==> src/rtl/gp_timer.sv <==
`default_nettype none
// +----------------------------------------------------------------------------+
// | Module      : gp_timer                                                     |
// | Description : Memory-mapped general-purpose timer (bus responder at        |
// |               0x4000_02xx). Prescaled up-counter with auto-reload,         |
// |               one-shot mode, sticky update flag (UIF) and level IRQ.       |
// | Ports       : clk, reset (sync, active-high)                               |
// |               cs, wr, addr[31:0], wdata[31:0]  - slave write interface     |
// |               rdata[31:0]  - combinational read mux on addr[4:2]           |
// |               irq          - UIF & IE                                      |
// | Register map: 0x00 CTRL [0]EN [1]CLR(wo) [2]IE [3]ONESHOT                  |
// |               0x04 PSC  0x08 ARR  0x0C CNT  0x10 STAT [0]UIF (W1C)         |
// | Revision    : 1.0 - initial release                                        |
// +----------------------------------------------------------------------------+
module gp_timer #(
  parameter int CNT_W = 32,
  parameter int PSC_W = 16
) (
  input  logic        clk,
  input  logic        reset,
  input  logic        cs,
  input  logic        wr,
  input  logic [31:0] addr,
  input  logic [31:0] wdata,
  output logic [31:0] rdata,
  output logic        irq
);

  localparam logic [2:0] OFF_CTRL = 3'd0;
  localparam logic [2:0] OFF_PSC  = 3'd1;
  localparam logic [2:0] OFF_ARR  = 3'd2;
  localparam logic [2:0] OFF_CNT  = 3'd3;
  localparam logic [2:0] OFF_STAT = 3'd4;

  logic             en;
  logic             ie;
  logic             oneshot;
  logic             uif;
  logic [PSC_W-1:0] psc;
  logic [PSC_W-1:0] psc_cnt;
  logic [CNT_W-1:0] arr;
  logic [CNT_W-1:0] cnt;

  logic we;
  logic we_ctrl;
  logic we_psc;
  logic we_arr;
  logic we_cnt;
  logic we_stat;
  logic clr;
  logic cnt_load;
  logic tick;
  logic update;
  logic unused_bus;

  assign we      = cs && wr;
  assign we_ctrl = we && (addr[4:2] == OFF_CTRL);
  assign we_psc  = we && (addr[4:2] == OFF_PSC);
  assign we_arr  = we && (addr[4:2] == OFF_ARR);
  assign we_cnt  = we && (addr[4:2] == OFF_CNT);
  assign we_stat = we && (addr[4:2] == OFF_STAT);
  assign clr     = we_ctrl && wdata[1];

  // A software load of the counter (direct write or CLR) overrides any tick
  // landing on the same edge, so the tick cannot raise an update event.
  assign cnt_load = we_cnt || clr;
  assign tick     = en && (psc_cnt == psc);
  assign update   = tick && !cnt_load && (cnt == arr);

  // Only addr[4:2] is decoded and not every wdata bit lands in a register.
  assign unused_bus = ^{addr, wdata};

  always_ff @(posedge clk) begin
    if (reset) begin
      en      <= 1'b0;
      ie      <= 1'b0;
      oneshot <= 1'b0;
      uif     <= 1'b0;
      psc     <= '0;
      psc_cnt <= '0;
      arr     <= '1;
      cnt     <= '0;
    end else begin
      // A CTRL write takes precedence over the one-shot auto-disable.
      if (we_ctrl) begin
        en      <= wdata[0];
        ie      <= wdata[2];
        oneshot <= wdata[3];
      end else if (update && oneshot) begin
        en <= 1'b0;
      end

      if (we_psc) psc <= wdata[PSC_W-1:0];
      if (we_arr) arr <= wdata[CNT_W-1:0];

      // Prescaler restarts on any counter load or new divisor so the next
      // period is a full one.
      if (cnt_load || we_psc || tick) begin
        psc_cnt <= '0;
      end else if (en) begin
        psc_cnt <= psc_cnt + PSC_W'(1);
      end

      // Equality with ARR triggers the reload; if ARR was moved below CNT the
      // counter simply rolls over through all-ones to zero without an event.
      if (we_cnt) begin
        cnt <= wdata[CNT_W-1:0];
      end else if (clr || update) begin
        cnt <= '0;
      end else if (tick) begin
        cnt <= cnt + CNT_W'(1);
      end

      // Set has priority over a simultaneous write-1-to-clear.
      if (update) begin
        uif <= 1'b1;
      end else if (we_stat && wdata[0]) begin
        uif <= 1'b0;
      end
    end
  end

  always_comb begin
    rdata = '0;
    case (addr[4:2])
      OFF_CTRL: rdata = {28'd0, oneshot, ie, 1'b0, en};
      OFF_PSC:  rdata = 32'(psc);
      OFF_ARR:  rdata = 32'(arr);
      OFF_CNT:  rdata = 32'(cnt);
      OFF_STAT: rdata = {31'd0, uif};
      default:  rdata = '0;
    endcase
  end

  assign irq = uif && ie;

endmodule
`default_nettype wire
==> config.mk <==
export PLATFORM = sky130hd
export DESIGN_NAME = gp_timer
export DESIGN_NICKNAME = d
export VERILOG_FILES = /design/src/rtl/gp_timer.sv
export SDC_FILE = /design/constraint.sdc
export NUM_CORES = 1
export LEC_CHECK = 0
export BUFFER_PORTS_ARGS = -buffer_cell sky130_fd_sc_hd__buf_4
export CORE_UTILIZATION = 40
export CTS_CLUSTER_SIZE = 10
export DETAILED_ROUTE_END_ITERATION = 10
export PLACE_DENSITY = 0.57
export SETUP_SLACK_MARGIN = 0.02
export SYNTH_ARGS = -nofsm -noshare
export SYNTH_HDL_FRONTEND = slang
export SYNTH_SLANG_ARGS = --single-unit
==> constraint.sdc <==
create_clock -name clk -period 4.3 [get_ports clk]
set_input_delay 0.86 -clock clk [delete_from_list [all_inputs] [get_ports clk]]
set_output_delay 0.86 -clock clk [all_outputs]
set_load 0.005 [all_outputs]
---- After elaboration in Yosys (flattened, before gate mapping) ----
Index checks and enable logic that the tools add are counted.
storage, ports and cells
  bits of input ports ..................... 68
  register bits after elaboration ......... 100
  output and inout bits ................... 33
  word-level logic and storage cells ...... 47
operators by class
  add/sub/neg operators ................... 2
  equality and inequality tests ........... 6
  reduce and logical (&&, ||, !) cells .... 23
  muxes and demuxes ....................... 8
operators with widths
  operator                                              count
  one-hot mux 32 bit (5 select lines)                   1
  two-way mux 32 bit                                    3
  adder 32 x 1 -> 32 bit (second input constant)        1
  equality test 32 bit                                  1
  adder 16 x 1 -> 16 bit (second input constant)        1
  equality test 16 bit                                  1
  logical AND 1 bit                                     13
  equality test 3 x 2 -> 1 bit (second input constant)  2
  logical OR 1 bit                                      4
  two-way mux 1 bit                                     4
  nonzero test 2 bit                                    2
  equality test 3 x 1 -> 1 bit (second input constant)  1
  equality test 3 bit (second input constant)           1
  logical NOT 3 bit                                     1
  nonzero test 3 bit                                    1
  OR reduction 2 bit                                    1
  logical NOT 1 bit                                     1

---- Longest topological paths before layout ----
Gate-level depths: netlist of run 1.
  word-level depth ........................ 10
  depth in mapped cells ................... 9
  gate-level depth less buffers ........... 7

---- Least setup slack after synthesis of run 1 ----
No wires, ideal clock.
  kind .................................... in2out
  from .................................... input addr[2]
  to ...................................... output rdata[10]
  setup slack ............................. 1.457 ns
  required time ........................... 3.440 ns
  path buffers ............................ 2
  stages .................................. 5
  data arrival time ....................... 1.983 ns
  path through ............................ buf_2 buf_1 mux2_2 a22oi_1 nor2_1
on the way
  cells in the longest elaborated chain, start to end .. 2
  elaborated cells between the ends (all ways) .. 6
  those cells by class .................... 4 x eq/ne; 1 x mux; 1 x reduce/logical
ends and longest elaborated chain
  element                                      RTL line  text
  from (decl)                                  23        input logic [31:0] addr,
  equality test 3 bit (tied with other cells)  125       case (addr[4:2])
  one-hot mux 32 bit (5 select lines) *        125
  to (decl)                                    25        output logic [31:0] rdata,
Every way passes the cells marked *; elsewhere a longest branch is shown, timed or not.

---- Worst setup path in the final report of run 1 ----
  from .................................... register psc_cnt[6]
  to ...................................... register cnt[3]
on the way
  cells in the longest elaborated chain, start to end .. 7
  elaborated cells between the ends (all ways) .. 8
  those cells by class .................... 1 x eq/ne; 2 x mux; 5 x reduce/logical
ends and longest elaborated chain
  element                         RTL line  text
  from (decl)                     40        logic [PSC_W-1:0] psc_cnt;
  from (signal assigned)          101       psc_cnt <= psc_cnt + PSC_W'(1);
  equality test 16 bit *          67        assign tick = en && (psc_cnt == psc);
  logical AND 1 bit *             67
  logical AND 1 bit (2 in a row)  68        assign update = tick && !cnt_load && (cnt == arr);
  logical OR 1 bit                108       end else if (clr || update) begin
  two-way mux 32 bit              108
  two-way mux 32 bit              106       if (we_cnt) begin
  to (signal assigned)            107       cnt <= wdata[CNT_W-1:0];
  to (signal assigned)            111       cnt <= cnt + CNT_W'(1);
  to (decl)                       42        logic [CNT_W-1:0] cnt;
Marked as above.
A chain may end at the register's enable or synchronous reset.

==> results by group, run 1 <==
Logic synthesis
  – Leading area contributor after synthesis: dfxtp_1
  – Mux cell area share after synthesis: 8.79%
  – Synth Flop Type: dfxtp_1
  – Post-synth top area share: 31.8%
  – Most numerous cell in the Yosys netlist: nand2_1
  – Synth Cell Area: 0.00630 mm^2
  – Post-synthesis xor/xnor area fraction: 8.89%
  – Syn Inst Count: 774
  – Compound-Gate Fraction of Synth Area: about 18%
  – Seq/Total Area, Yosys: 31.8%
  – Largest cells by area after synthesis: dfxtp_1, nand2_1, xnor2_1
  – Yosys reg bits: 100
  – EDFF count, synth: 0
  – Syn nets: around 840
  – Most instantiated cells after synthesis: nand2_1, dfxtp_1, nor2_1
  – Syn Area/Cell: approximately 8.1 um^2
  – Synth cell types: 72
  – Synth Area in Adders: 0.397%
  – Synth Area in Simple Gates: 25.1%
  – Synth Warn #: 0
  – Ys async rst share: 0%
  – Main combinational cell family by area after synthesis: simple AND/OR/NAND/NOR gates

Timing
  – Final period util: 73.9%
  – Final min period: 3.18 ns
  – Skew final: 0.00861 ns
  – Final Slew Violations: 0
  – Fmax: 315 MHz
  – RSZ-0062 raised after global routing: no
  – Endpoints failing setup: 0
  – Final setup margin: 1.12 ns
  – Min Hold Slack: slightly below 0.5 ns
  – Fin. Hold Viols: 0
  – Post-Route Setup TNS: 0 ns
  – Slew @ Worst Pin: between 1 and 1.5 ns
  – Slew HR: between 10% and 20%

Floorplanning
  – Ports: between 100 and 150
  – FP Rows: between 40 and 50
  – Core footprint: 0.0153 mm^2
  – Die area: 0.0163 mm^2
  – Die height: 128 um
  – Starting Density: 41.2%
  – Die W: roughly 130 um

Pwr
  – Switching part of the total power: 26.7%
  – Flop pwr share: 46.1%
  – Comb power frac: 12.9%
  – Power density cells: slightly above 300 mW/mm^2
  – Clock power frac: between 40% and 50%
  – Peak supply drop: 0.000201 V
  – Tot Pwr: 2.20 mW
  – Lkg Pwr: between 2 and 2.5 nW
  – Internal: around 1.6 mW
  – P_sw: 588 uW

Clocking
  – H-tree Lvls: 3
  – Setup bufs post-CTS: 0
  – Clock-pin slew on the worst setup and hold paths: 0.07 ns
  – Clk root buf: clkbuf_16
  – CTS tree: built
  – Clock insertion delay at the later pin of the skew report: 0.36 ns
  – Num CTS Buffers: 9
  – # resized after CTS: 0
  – CTS max path bufs: 2
  – CTS sink cnt: 100
  – Cts hold-fix bufs: 0

Finish
  – Final instance area: 0.00708 mm^2
  – ANT cells: 0
  – Non-Filler Instances: 1,010
  – Share of cells above drive strength 1: 16.5%
  – Layout Utilization: 46.2%
  – Fill count: 1,578
  – Nets: 864
  – Area grow syn2layout: 12.3%

Global routing
  – Largest net degree at the start of global routing: 50
  – Vias in the first global route: 5,680
  – First-pass GRT wire length: 31,200 um
  – GRT Total Usage: 24.8%
  – GR Overflow Total: 0
  – Antenna violations before repair: 0

Setup path
  – Req. time, crit path: 4.57 ns
  – Worst Setup End Kind: flop
  – Crit Path Category: flop to flop
  – Startpoint types: flop
  – Crit Path Max Fanout: 15
  – Critical Path AT: around 3.5 ns

Place
  – Place WS: 1.09 ns
  – Placed cell count: 994
  – Port Buffers: 71
  – Dpl cell area: 0.00676 mm^2
  – Dpl hpwl: 13,900 um
  – RePlAce Congestion: 0.888

Routing
  – First-pass DRT Iterations: 8
  – Drt total wl: 19,700 um
  – DR iter-0 viols: 804
  – WL per Instance: 19.5 um
  – Post-route DRC: 0
  – Remaining antenna violation count after routing: 0
  – Via density: 5.95
  – Vias: 6,011

Outcome
  – Result of the run: complete, no violations

Hold path
  – Worst Hold Class: flop to flop

Flow run
  – Max cap viols: 0
[critical path, stage by stage (launching register included)]
cell and delay [ns]:
dfxtp_1 0.46, xor2_1 0.11, nor4_2 0.49, nand4_2 0.53
o21ai_1 1.05, a21oi_1 0.13, a311oi_1 0.29
[cell families (layout without fill, tap and decap cells)]
group	Yosys count	in the layout
adder cells (fa/ha/maj)	2	2
multiplexers	50	50
XOR/XNOR	64	64
AND/OR/NAND/NOR	310	310
AO/OA/AOI/OAI	165	165
flip-flops	100	100
buffers and inverters	83	108
[cell type report]
type / count / area [um^2] / area share [%]
inverters: 12 / 45.0 / 0.636
flip-flops and latches: 100 / 2000 / 28.3
clock buffers: 12 / 246 / 3.48
multi-input cells: 591 / 3850 / 54.4
well taps: 211 / 264 / 3.73
clock inverters: 4 / 72.6 / 1.02
repair buffers: 80 / 601 / 8.48
[cell usage in the layout, fill, tap and decap left out, types with 23 or more instances in the layout]
cell type  instances
a21oi_1           43
nand2_1          122
buf_4             80
nand3_1           23
nand4_1           31
dfxtp_1          100
nor2_1            50
mux2i_1           34
xnor2_1           39
xor2_1            25
[layer usage]
metal | up-vias | share of wire, % | GRT usage, %
li1 | 2833 | - | -
met1 | 2907 | 47 | 35.3
met2 | 244 | 45 | 38.5
met3 | 27 | 6.0 | 2.64
met4 | 0 | 1.9 | 9.31
met5 | - | 0 | 0
[registers in the layout, summed over array words and instances (netlist names)]
signal	count
oneshot	1
uif	1
ie	1
en	1
psc_cnt	16
psc	16
cnt	32
arr	32
[power by group through the flow]
stage	clock network (mW)	registers, mW	logic, mW
floorplan	0	0.993	0.212
global placement	0	1.03	0.276
detailed placement	0	1.03	0.280
CTS	0.908	1.01	0.282
global route	0.952	1.02	0.307
finish	0.902	1.02	0.283
[worst paths after layout]
path	startpoint	end	slack, ns	cells after the start
max	psc_cnt[6]	cnt[3]	1.12	6
min	ie	ie	0.49	2
max reg2reg	psc_cnt[6]	cnt[3]	1.12	6
min reg2reg	ie	ie	0.49	2
Power figures use the tool's default switching activity.
==> inputs of run 2 (changes only) <==
PLACE_DENSITY = 0.59   (was 0.57)
clock period = 2.8 ns   (was 4.3 ns; I/O delays follow)
==> run 2 against run 1 <==
Against the previous run:
- die area stayed put
- wire length is 0.96% lower
- register-to-register slack worse by 0.96 ns
- non-clock buffer count is 21 higher
- clock power is 34% higher
- design area is 2.0% higher
- flip-flop and latch count stayed put
- cell count is 2.1% higher
- first-iteration DRC count is 28% lower
- worst setup slack worse by 0.96 ns
- critical endpoint is now cnt[18]
==> results by group, run 2 (synthesized netlist as in run 1, its figures left out) <==
Timing
  – Endpoints failing setup: 0 (unchanged)
  – RSZ-0062 raised after global routing: no
  – Fmax: 379 MHz (+20%)
  – Post-Route Setup TNS: 0 ns (unchanged)
  – Final Slew Violations: 0 (unchanged)
  – Skew final: 0.00933 ns (+0.000714 ns)
  – Slew HR: 14.5% (-2.9 points)
  – Final setup margin: 0.162 ns (-0.961 ns)
  – Slew @ Worst Pin: 1.28 ns (+0.0432 ns)
  – Final period util: 94.2% (+20 points)
  – Fin. Hold Viols: 0 (unchanged)
  – Final min period: 2.64 ns (-0.539 ns)

Pwr
  – Lkg Pwr: 2.55 nW (+3.8%)
  – Power density cells: 446 mW/mm^2 (+43%)
  – Peak supply drop: 0.000302 V (+50%)

Setup path
  – Slowest-stage cell, CP: nor4_2
  – Worst Setup End Kind: flop
  – Reg-to-reg endpoint: cnt[18]
  – Startpoint types: flop
  – Slowest stage delay, CP: 0.61 ns (-0.44 ns)
  – Req. time, crit path: 3.02 ns (-1.55 ns)
  – Crit Path Category: flop to flop
  – R2R cell count: 6 (unchanged)
  – Critical Path AT: 2.86 ns (-0.59 ns)
  – Reg2Reg Setup Slack: 0.16 ns (-0.96 ns)
  – Crit Path Max Fanout: 12 (-3)
  – Cells along the critical path: xnor2_1, nand4_1, nor4_2, a21oi_1, a32oi_1, o22ai_1
  – Worst R2R Start: cnt[2]

Hold path
  – Hold Crit Start: wdata[17]
  – Hold path cells: 3 (+1)
  – WHS Endpoint: arr[17]
  – Worst Hold Class: input port to flop

Finish
  – Multi-input gate area: 0.00385 mm^2 (unchanged)
  – Nets: 885 (+2.4%)
  – Commonest non-fill, non-tap cell in the layout: nand2_1
  – Non-Filler Instances: 1,031 (+2.1%)
  – Layout Utilization: 47.1% (+0.91 points)
  – Fill count: 1,563 (-0.95%)
  – Reg area: 0.00200 mm^2 (unchanged)
  – Final instance area: 0.00722 mm^2 (+2.0%)
  – Most frequent cells in the layout: nand2_1, dfxtp_1, buf_4, nor2_1, a21oi_1
  – ANT cells: 0 (unchanged)
  – Area grow syn2layout: 14.6%
  – Top flop regs: arr (32), cnt (32)
  – Share of cells above drive strength 1: 18.8% (+2.3 points)

Floorplanning
  – Die height: 128 um (unchanged)
  – FP Rows: 45 (unchanged)
  – Die W: 128 um (unchanged)
  – Core footprint: 0.0153 mm^2 (unchanged)
  – Starting Density: 41.2% (unchanged)
  – Die area: 0.0163 mm^2 (unchanged)
  – Ports: 101 (unchanged)

Clocking
  – Setup bufs post-CTS: 0 (unchanged)
  – Clk root buf: clkbuf_16
  – CTS tree: built
  – CTS max path bufs: 2 (unchanged)
  – CTS sink cnt: 100 (unchanged)
  – Clock insertion delay at the later pin of the skew report: 0.36 ns (about the same)
  – Num CTS Buffers: 9 (unchanged)
  – H-tree Lvls: 3 (unchanged)
  – # resized after CTS: 0 (unchanged)
  – Clock-pin slew on the worst setup and hold paths: 0.07 ns (about the same)
  – Cts hold-fix bufs: 0 (unchanged)

Global routing
  – First-pass GRT wire length: 30,800 um (-1.4%)
  – Largest net degree at the start of global routing: 49 (-2.0%)
  – Vias in the first global route: 5,688 (+0.14%)
  – GR Overflow Total: 0 (unchanged)
  – GRT Total Usage: 24.6% (-0.21 points)
  – Antenna violations before repair: 0 (unchanged)

Place
  – Placed cell count: 1,015 (+2.1%)
  – Dpl cell area: 0.00694 mm^2 (+2.7%)
  – Place WS: 0.0963 ns (-0.992 ns)
  – Port Buffers: 71 (unchanged)
  – Dpl hpwl: 13,800 um (-0.78%)
  – RePlAce Congestion: 0.875 (-1.4%)

Routing
  – Post-route DRC: 0 (unchanged)
  – DR iter-0 viols: 580 (-28%)
  – Remaining antenna violation count after routing: 0 (unchanged)
  – WL per Instance: 18.9 um (-3.0%)
  – Drt total wl: 19,500 um (-0.96%)
  – First-pass DRT Iterations: 5 (-3)
  – Vias: 6,046 (+0.58%)
  – Via density: 5.86 (-1.5%)

Outcome
  – Result of the run: complete, no violations

Flow run
  – Max cap viols: 0 (unchanged)
[run 2: cell count changes in the layout (fill, tap and decap cells not counted), moves of 2 or more]
cell	previous run	this run
buf_4	80	99
bufinv_16	2	0
inv_6	0	2
buf_12	0	2
clkinv_4	0	2
[run 2: layer usage]
layer | track usage, % | vias to the layer above | part of all wire [%]
met5 | 0 | - | 0
met4 | 10.1 | 0 | 2.4
met3 | 3.27 | 34 | 6.7
met2 | 37.7 | 246 | 45
met1 | 34.8 | 2891 | 46
li1 | - | 2875 | -
[run 2: stage by stage]
stage / hold WS [ns] / total power [mW]
6_report: 0.429 / 3.22
5_1_grt: 0.424 / 3.35
4_1_cts: 0.419 / 3.24
3_5_place_dp: 0.478 / 2.04
3_3_place_gp: 0.469 / 2.03
2_1_floorplan: 0.442 / 1.85
[run 2: power by group]
group	leakage, nW	switching (mW)	internal (mW)
logic	1.60	0.244	0.219
registers	0.811	0.0804	1.47
clock network	0.133	0.597	0.612
[run 2: worst max-delay path: cells and delay by family (launching register included)]
| kind | cells | cell delay (ns) |
|---|---|---|
| AOI/OAI and AO/OA | 3 | 0.95 |
| and+or+nand+nor | 2 | 0.81 |
| DFF | 1 | 0.53 |
| xor gates and xnor gates | 1 | 0.21 |
[run 2: area by class of cell]
cell class	instances	area share (%)
Clock buffer	10	3.17
Clock inverter	6	0.658
Inverter	12	0.624
Multi-Input combinational cell	591	53.3
Sequential cell	100	27.7
Tap cell	211	3.66
Timing Repair Buffer	101	10.8
[run 2: worst max path at each step]
stage,endpoint,from,slack [ns]
after CTS,psc_cnt[10],psc_cnt[0],0.21
after global routing,cnt[18],cnt[2],0.03
after global placement,psc_cnt[3],wdata[1],0.1
after detailed placement,psc_cnt[10],wdata[1],0.1
final,cnt[18],cnt[2],0.16
after floorplan,rdata[10],addr[2],0.56
==> inputs of run 3 (changes only) <==
CELL_PAD_IN_SITES_DETAIL_PLACEMENT = 1   (was not set)
CELL_PAD_IN_SITES_GLOBAL_PLACEMENT = 1   (was not set)
CORE_UTILIZATION = 38   (was 40)
PLACE_DENSITY = 0.73   (was 0.59)
==> run 3 against run 2 <==
Against the previous run:
- die area rose by 5.2%
- sequential share of layout area fell by 0.11 points
- clock skew rose by 0.00088 ns
- worst hold slack got worse by 0.0018 ns
- global-route usage rose by 2.0 points
- register-to-register slack barely moved
- clock-buffer cell count did not move
- critical path type unchanged
- core utilization fell by 2.0 points
- critical endpoint unchanged
- first-iteration DRC count fell by 9.3%
- non-clock buffer count rose by 1
- largest cell class unchanged
- critical path depth did not move
==> results by group, run 3 (synthesized netlist as in run 1, its figures left out) <==
Outcome
  – Result of the run: complete, no violations

Timing
  – Fmax: 380 MHz (+0.29%)
  – Skew final: 0.0102 ns (+0.000882 ns)
  – Final Slew Violations: 0 (unchanged)
  – Post-Route Setup TNS: 0 ns (unchanged)
  – Slew @ Worst Pin: 1.18 ns (-0.102 ns)
  – Slew HR: 21.2% (+6.8 points)
  – Endpoints failing setup: 0 (unchanged)
  – RSZ-0062 raised after global routing: no
  – Fin. Hold Viols: 0 (unchanged)
  – Final period util: 93.9% (-0.27 points)
  – Final min period: 2.63 ns (-0.00763 ns)

Routing
  – Vias: 6,212 (+2.7%)
  – Drt total wl: 22,200 um (+14%)
  – Via density: 6.00 (+2.2%)
  – Remaining antenna violation count after routing: 0 (unchanged)
  – WL per Instance: 21.4 um (+13%)
  – First-pass DRT Iterations: 6 (+1)
  – DR iter-0 viols: 526 (-9.3%)
  – Post-route DRC: 0 (unchanged)

Global routing
  – Met3 usage: 3.58% (+0.32 points)
  – Antenna violations before repair: 0 (unchanged)
  – GRT met2 Usage: 44.9% (+7.2 points)
  – First-pass GRT wire length: 34,400 um (+12%)
  – GR Overflow Total: 0 (unchanged)
  – GR Util met1: 35.4% (+0.66 points)
  – GR peak layer: met2
  – Vias in the first global route: 6,227 (+9.5%)
  – Largest net degree at the start of global routing: 49 (unchanged)
  – GRT Total Usage: 26.7% (+2.0 points)

Floorplanning
  – FP Rows: 46 (+2.2%)
  – Die area: 0.0171 mm^2 (+5.2%)
  – Core footprint: 0.0161 mm^2 (+4.9%)
  – Ports: 101 (unchanged)
  – Die W: 131 um (+2.6%)
  – Die height: 131 um (+2.6%)
  – Starting Density: 39.2% (-1.9 points)

Clocking
  – CTS tree: built
  – # resized after CTS: 0 (unchanged)
  – Clock insertion delay at the later pin of the skew report: 0.36 ns (about the same)
  – CTS sink cnt: 100 (unchanged)
  – Cts hold-fix bufs: 0 (unchanged)
  – Clock-pin slew on the worst setup and hold paths: 0.07 ns (about the same)
  – CTS max path bufs: 2 (unchanged)
  – Clk root buf: clkbuf_16
  – Num CTS Buffers: 9 (unchanged)
  – H-tree Lvls: 3 (unchanged)
  – Setup bufs post-CTS: 0 (unchanged)

Pwr
  – Comb power frac: 14.6% (+0.2 points)
  – Peak supply drop: 0.000276 V (-8.4%)
  – Internal: 2.38 mW (+3.7%)
  – Tot Pwr: 3.33 mW (+3.4%)
  – Flop pwr share: 46.5% (-1.6 points)
  – Power density cells: 459 mW/mm^2 (+3.0%)
  – Clock power frac: 38.9% (+1.3 points)
  – P_sw: 945 uW (+2.6%)
  – Switching part of the total power: 28.4% (-0.23 points)
  – Lkg Pwr: 2.56 nW (+0.46%)

Finish
  – Fill count: 1,944 (+24%)
  – ANT cells: 0 (unchanged)
  – Area grow syn2layout: 15.0%
  – Most frequent cells in the layout: nand2_1, dfxtp_1, buf_4, nor2_1, a21oi_1
  – Commonest non-fill, non-tap cell in the layout: nand2_1
  – Top flop regs: arr (32), cnt (32)
  – Share of cells above drive strength 1: 18.8% (unchanged)
  – Nets: 886 (+0.11%)

Setup path
  – Crit Path Max Fanout: 12 (unchanged)
  – Startpoint types: flop
  – Worst R2R Start: cnt[2]
  – Req. time, crit path: 3.02 ns (about the same)
  – Worst Setup End Kind: flop
  – Critical Path AT: 2.85 ns (about the same)
  – Crit path from: cnt[2]
  – Crit Path Category: flop to flop

Place
  – Dpl hpwl: 16,100 um (+17%)
  – RePlAce Congestion: 0.926 (+5.7%)
  – Port Buffers: 71 (unchanged)

Hold path
  – Hold Crit Start: wdata[21]
  – Worst Hold Class: input port to flop

Flow run
  – Max cap viols: 0 (unchanged)
-- run 3: cell types whose count changed in the layout (fill, tap and decap cells not counted), sizes merged --
cell / delta
buf: +1
bufinv: +1
clkinvlp: -1
inv: -1
-- run 3: layout make-up --
class                      count  area [um^2]  area share, %
multi-input combinational    591         3850           53.1
sequential                   100         2000           27.6
timing repair buffer         102          791           10.9
tap                          216          270           3.73
clock buffer                  10          229           3.16
clock inverter                 5         61.3          0.846
inverter                      12         45.0          0.621
-- run 3: worst paths after layout --
check | slack, ns | depth (start not counted) | to
max | 0.17 | 6 | cnt[18]
min | 0.43 | 3 | arr[21]
max reg2reg | 0.17 | 6 | cnt[18]
min reg2reg | 0.49 | 2 | ie
-- run 3: critical path, cell delays in order (launching register included) --
cell     delay, ns
dfxtp_1       0.54
xnor2_1       0.21
nand4_1       0.19
nor4_2        0.59
a21oi_1       0.51
a32oi_1       0.34
o22ai_1       0.10
-- run 3: power groups by stage --
stage	logic, mW	clock network, mW	registers (mW)
2_1_floorplan	0.325	0	1.53
3_3_place_gp	0.461	0	1.57
4_1_cts	0.482	1.32	1.55
3_5_place_dp	0.477	0	1.58
6_report	0.484	1.29	1.55
5_1_grt	0.519	1.37	1.56
-- run 3: metal layers --
layer  vias to the layer above  part of all wire, %  wire length [um]
li1                       2869                    -                 -
met1                      3115                   45              9950
met2                       194                   48             10700
met3                        34                  5.1              1130
met4                         0                  1.8               400
met5                         -                    0                 0
-- run 3: metrics by stage --
step           instance area, um^2  utilization, %  hold slack [ns]  std cells  setup WS, ns
6_report                      7250            45.1            0.428       1036         0.170
5_1_grt                       7250            45.1            0.433       1036        0.0498
4_1_cts                       7250            45.1            0.417       1036         0.233
3_5_place_dp                  6960            43.3            0.473       1021         0.171
3_3_place_gp                  6960            43.3            0.469       1021         0.251
2_1_floorplan                 6300               -            0.442        774         0.557
